File: config.mk
export PLATFORM = sky130hd
export DESIGN_NAME = regfile_wb_arbiter
export DESIGN_NICKNAME = d
export VERILOG_FILES = /design/src/rtl/regfile_wb_arbiter.sv
export SDC_FILE = /design/constraint.sdc
export NUM_CORES = 1
export LEC_CHECK = 0
export CELL_PAD_IN_SITES_DETAIL_PLACEMENT = 1
export CELL_PAD_IN_SITES_GLOBAL_PLACEMENT = 1
export CORE_UTILIZATION = 28
export DETAILED_ROUTE_END_ITERATION = 7
export PLACE_DENSITY_LB_ADDON = 0.1
export SYNTH_ARGS = -nofsm -noshare
export SYNTH_HDL_FRONTEND = slang
export SYNTH_SLANG_ARGS = --single-unit
export TNS_END_PERCENT = 1
File: constraint.sdc
create_clock -name clk -period 5.44 [get_ports clk]
set_clock_uncertainty 0.1 [all_clocks]
set_input_delay 0.816 -clock clk [delete_from_list [all_inputs] [get_ports clk]]
set_output_delay 0.816 -clock clk [all_outputs]
set_load 0.01 [all_outputs]
File: src/rtl/regfile_wb_arbiter.sv
// Round-robin write-back arbiter for the register file's single write port.
// Registers the granted write and flags read-after-write hits for decode forwarding.
module regfile_wb_arbiter #(
    parameter int NREQ = 3,
    parameter int AW   = 5,
    parameter int DW   = 32
) (
    input  logic                 clk,
    input  logic                 reset_n,
    input  logic [NREQ-1:0]      req_valid,
    output logic [NREQ-1:0]      req_ready,
    input  logic [NREQ*AW-1:0]   req_addr,
    input  logic [NREQ*DW-1:0]   req_data,
    input  logic                 hold,
    output logic [AW-1:0]        writeRegister,
    output logic [DW-1:0]        rr,
    output logic                 write,
    output logic [1:0]           grant_id,
    input  logic [AW-1:0]        rd1,
    input  logic [AW-1:0]        rd2,
    output logic                 fwd1_hit,
    output logic                 fwd2_hit
);

    localparam logic [2:0] NREQ_W     = 3'(NREQ);
    localparam logic [1:0] LAST_RESET = 2'(NREQ - 1);

    logic [1:0]    last;
    logic [1:0]    grant_idx;
    logic          grant;
    logic [2:0]    cand;
    logic [AW-1:0] sel_addr;
    logic [DW-1:0] sel_data;

    // Search starts just after the previous winner and wraps, so the first hit is the fair choice.
    always_comb begin
        req_ready = '0;
        grant_idx = last;
        grant     = 1'b0;
        cand      = '0;
        if (reset_n && !hold) begin
            for (int off = 1; off <= NREQ; off++) begin
                cand = {1'b0, last} + 3'(off);
                if (cand >= NREQ_W) begin
                    cand = cand - NREQ_W;
                end
                if (!grant && req_valid[cand[1:0]]) begin
                    grant                 = 1'b1;
                    grant_idx             = cand[1:0];
                    req_ready[cand[1:0]]  = 1'b1;
                end
            end
        end
    end

    always_comb begin
        sel_addr = req_addr[grant_idx*AW +: AW];
        sel_data = req_data[grant_idx*DW +: DW];
    end

    // A grant to $zero still completes the handshake and advances `last`, but never raises write.
    always_ff @(posedge clk or negedge reset_n) begin
        if (!reset_n) begin
            last          <= LAST_RESET;
            writeRegister <= '0;
            rr            <= '0;
            write         <= 1'b0;
            grant_id      <= '0;
        end else if (grant) begin
            last          <= grant_idx;
            writeRegister <= sel_addr;
            rr            <= sel_data;
            grant_id      <= grant_idx;
            write         <= (sel_addr != '0);
        end else begin
            write         <= 1'b0;
        end
    end

    assign fwd1_hit = write && (writeRegister == rd1) && (rd1 != '0);
    assign fwd2_hit = write && (writeRegister == rd2) && (rd2 != '0);

endmodule
==> results of run 1 <==
## cell families after synthesis
kind of cell,after synthesis,synth area share (%)
simple gates,106,16.33
compound gates,99,20.25
mux,42,15.88
flops,41,37.03
buf+inv,26,5.277
xor+xnor,8,2.526
fa+ha+maj,6,2.706
## cell type report
cell class,instances,area (um2)
clock inverter,1,30.03
clock buffer,7,86.33
timing repair buffer,176,1744
multi-input combinational,261,1614
inverter,6,22.52
tap,129,161.4
sequential,41,1027
fill,1126,4730
## metrics by stage
| stage | cells | total power [mW] | util, % | area [um2] | setup WS (ps) |
|---|---|---|---|---|---|
| floorplan | 328 | 1.430 | - | 2774 | 2541 |
| global placement | 613 | 1.963 | 48.53 | 4569 | 1459 |
| detailed placement | 613 | 2.003 | 48.53 | 4569 | 1362 |
| CTS | 621 | 2.268 | 49.77 | 4686 | 1102 |
| global route | 621 | 2.421 | 49.77 | 4686 | 949.0 |
| finish | 621 | 2.234 | 49.77 | 4686 | 1088 |
## per-layer routing
metal	part of all wire [%]	vias up	track usage (%)
met5	0	-	0
met4	1.5	0	5.128
met3	6.6	12	5.452
met2	54	93	37.99
met1	38	1413	21.07
li1	-	1465	-
## placed cells by master, fill, tap and decap left out, types with 4 or more instances in the layout
master,n
a21oi_1,42
and3_1,6
buf_4,5
clkbuf_8,6
clkdlybuf4s50_1,170
dfrtp_1,40
ha_1,6
inv_1,6
mux2i_1,38
nand2_1,44
nor2_1,41
nor4_1,4
o21ai_0,21
o21ai_1,20
xor2_1,6
## cells in the mapped netlist, drive strengths merged
master / instances
a2bb2oi: 3
mux2: 3
a32oi: 1
clkbuf: 9
nand2b: 4
dfrtp: 40
a21oi: 43
mux2i: 39
nor3b: 1
o221ai: 1
o2bb2ai: 2
buf: 11
a41oi: 1
and2: 1
xor2: 6
nor4: 4
and3: 6
ha: 6
a21o: 1
nor2b: 2
a31oi: 1
o21ai: 41
nand2: 44
o211ai: 2
nor3: 2
dfstp: 1
nand3: 1
o21a: 1
a21boi: 1
nor2: 41
xnor2: 2
inv: 6
a211oi: 1
## flip-flops by register name, summed over array words and instances (netlist names)
register and count:
grant_id 2, last 1, writeRegister 5, write 1, rr 32
## power by group
group          switching, mW  internal, mW  total (mW)
logic                  0.722         0.694        1.42
clock network          0.108         0.150       0.258
registers              0.111         0.450       0.560
total                  0.941          1.29        2.23
## path summary, 6_finish.rpt
path / slack (ps) / to / start
max: 1090 / req_ready[1] / grant_id[0]
min in group clk: 380 / rr[27] / rr[27]
min: 350 / rr[1] / reset_n
max reg2reg: 1440 / rr[26] / grant_id[0]
max in group asynchronous: 4180 / rr[14] / reset_n
min reg2reg: 380 / rr[27] / rr[27]
==> metrics.txt, run 1 <==
first-pass GRT wire length=15.81 mm; Critical Path, Cell by Cell=inv_1 > ha_1 > mux2_2 > mux2i_4 > nand2_1 > nor2_1 > nand2_1 > a21oi_1 > clkdlybuf4s50_1; delay-heaviest family, CP=buffers and inverters; GPL Wtd Cong=0.7538; max cap viols=0; Top Ports=172; Post-CTS Hold Buffers=0; Routed Antenna Nets=0; Starting Density=29.46%; clock sink count=41; setup TNS=0 ps; worst setup path class=reg2out; final hold vios=0; detailed placement HPWL=7.959 mm; DRC Markers=0; Max Root-Sink Buffers=2; largest net degree at the start of global routing=45; slowest stage cell, crit path=ha_1; H-tree Lvls=2; die area=10310 um2; CP peak stage delay=620 ps; relative slew slack=31.38%; vias in the first global route=3211; Max Fclk=229.8 MHz; Period minus WS final=4352 ps; crit path launch type=flip-flop; Synth warnings=0; synthesized cell area=2774 um2; CP Data Required Time=4520 ps; top post-synthesis cells by area=dfrtp_1 (36%), mux2i_1 (14%), a21oi_1 (7.6%), nand2_1 (6.0%), nor2_1 (5.5%); most used cell, CP=nand2_1; GRT Overall Usage=19.78%; Core Rows=35; cell taking the most area after synthesis=dfrtp_1; Critical Path Stages=9; Yosys cell types=40; final WL=10.05 mm; post_cts resized=0; register area share after synthesis=37.03%; CTS tree=built; final setup vio count=0; Via Count=2983; Worst-Margin Slew=1025 ps; CTS Buf Count=5; Die Wd=101.5 um; Buf/Inv on CP=2; Post-Synthesis Cells=328; Final period util=80.00%; flops & latches, synth=41; First-pass DRT Iterations=4; Worst-Skew Late Latency=290 ps; setup bufs post-CTS=0; final-report max-slew violation count=0; largest fanout on the critical path=14; Peak VDD IR=176.0 uV; LEAKAGE=2.052 nW; Synth top area share=36.08%; layout cell share with drive strength beyond 1=4.675%; grt total ovfl=0; Net count, final=624; # diodes=0; Die Ht=101.5 um; Pwr Density=476.8 nW/um2; initial antenna violation count=0; vias per cell=4.804; area grow syn2layout=68.92%; port buffer count=171; Hold WC Path Type=in2async; clk slew on worst S/H paths=80 ps; crit end category=output port; CP arrival=3440 ps; Root Driver=clkbuf_8; initial drt markers=51; worst-case hold slack=346.1 ps; wire per inst=16.18 um; reg2reg path depth=11; synthesized area per cell=8.457 um2; status=completed; core footprint=9415 um2; unrepaired setup endpoints after global routing=false; syn nets=461
No activity file was read; power rests on OpenSTA's default activity.
==> inputs of run 2 (changes only) <==
CORE_UTILIZATION = 23   (was 28)
clock period = 3.7 ns   (was 5.44 ns; I/O delays follow)
==> run 2 against run 1 <==
Against the previous run:
- the run now ends with DRC left
- non-clock buffer count increased by 6
- utilization decreased by 8.4 points
- critical path depth unchanged
- register-to-register slack got worse by 1000 ps
- global-route usage down 3.7 points
- routed wire length fell by 1.7%
- critical path type unchanged
- largest cell class unchanged
==> metrics.txt, run 2 (synthesis results as in run 1) <==
CP startpoint=last[1]; Critical Path, Cell by Cell=inv_1 > ha_2 > mux2_2 > mux2i_4 > nand2_1 > nor2_1 > nand2_1 > a21oi_1 > clkdlybuf4s50_1; Via Count=2974; # diodes=0; CTS tree=built; largest fanout on the critical path=7; max cap viols=0; area grow syn2layout=72.62%; Pwr Density=705.1 nW/um2; largest net degree at the start of global routing=44; Net count, final=630; port buffer count=171; GPL Wtd Cong=0.8644; crit end category=output port; Max Fclk=275.7 MHz; slowest stage cell, crit path=clkdlybuf4s50_1; crit path launch type=flip-flop; Max Root-Sink Buffers=2; die area=12500 um2; wire per inst=15.44 um; final-report max-slew violation count=0; vias per cell=4.647; CP Data Required Time=3040 ps; post-route cell area=4788 um2; core footprint=11560 um2; final hold vios=0; First-pass DRT Iterations=8; most used cell, CP=nand2_1; Worst-Skew Late Latency=270 ps; placed instance area=4644 um2; initial drt markers=71; layout cell share with drive strength beyond 1=6.237%; Starting Density=23.99%; CP arrival=2970 ps; vias in the first global route=3207; GRT Overall Usage=16.09%; max FFs per register=32; non-filler cells, final=640; grt total ovfl=0; Final Core Density=41.40%; Die Ht=111.8 um; Root Driver=clkbuf_16; Post-CTS Hold Buffers=0; Routed Antenna Nets=0; Final period util=98.04%; first-pass GRT wire length=16.10 mm; LEAKAGE=2.092 nW; clk slew on worst S/H paths=60 ps; unrepaired setup endpoints after global routing=true; final setup vio count=0; Worst-Margin Slew=673.3 ps; status=finished, violations left; Core Rows=39; DRC Markers=9; Top Registers=rr (32), writeRegister (5), grant_id (2); Peak VDD IR=229.7 uV; final WL=9.879 mm; Hold WC Path Type=in2async; failing checks=DRC; Overall Power=3.376 mW; clock sink count=41; Die Wd=111.8 um; CP peak stage delay=560 ps; relative slew slack=55.00%; detailed placement HPWL=7.892 mm; most frequent cells in the layout=clkdlybuf4s50_1 (170), nand2_1 (44), a21oi_1 (42); worst setup path class=reg2out; Period minus WS final=3627 ps; Top Ports=172; most common cell after layout, fill and taps aside=clkdlybuf4s50_1; placed insts=633; CTS Buf Count=5; RR Startpoint=grant_id[0]; initial antenna violation count=0; Top reg by flops=rr; H-tree Lvls=2
## run 2: cell type report
type | instances | area (um2)
fill | 1390 | 6777
timing repair buffer | 182 | 1802
multi-input combinational | 261 | 1619
sequential | 41 | 1028
tap | 143 | 178.9
clock buffer | 6 | 128.9
inverter | 6 | 22.52
clock inverter | 1 | 8.758
## run 2: worst paths after layout
check                                to  slack (ps)  cells after the start
max in group asynchronous        rr[14]        3010                      2
min reg2reg                      rr[28]         380                      2
min                         grant_id[0]         190                      2
max reg2reg                       write         400                     11
min in group clk                 rr[28]         380                      2
max                        req_ready[1]          70                      9
## run 2: what timing repair did
| item | 4_1_cts | 5_1_grt |
|---|---|---|
| endpoints found under the hold margin | 0 | 0 |
| gates resized for setup | 1 | 2 |
| buffers inserted | 0 | 0 |
| gates cloned | 0 | 0 |
| setup endpoints to repair | 2 | 16 |
## run 2: worst max-delay path, delay by kind of cell, from the launching register on
kind / cells / cell delay (ps)
mux: 2 / 620
flops: 1 / 550
fa+ha+maj: 1 / 430
simple gates: 3 / 290
buf+inv: 2 / 660
compound gates: 1 / 160
## run 2: report_power, final
part | internal (mW) | switching, mW
combinational | 1.06 | 1.08
sequential | 0.663 | 0.153
clock | 0.248 | 0.167
## run 2: layer usage
layer,GRT usage (%),wire [um]
met1,19.07,4185
met2,29.23,5003
met3,4.300,621
met4,2.793,68
met5,0,0
## run 2: through the flow
step / setup TNS [ps] / worst slack (ps) / hold slack, ps
global route: -46.34 / -42.62 / 213.7
global placement: 0 / 331.8 / 360.4
detailed placement: 0 / 175.2 / 369.8
CTS: 0 / 47.49 / 200.9
floorplan: 0 / 983.4 / 159.4
finish: 0 / 72.64 / 188.7
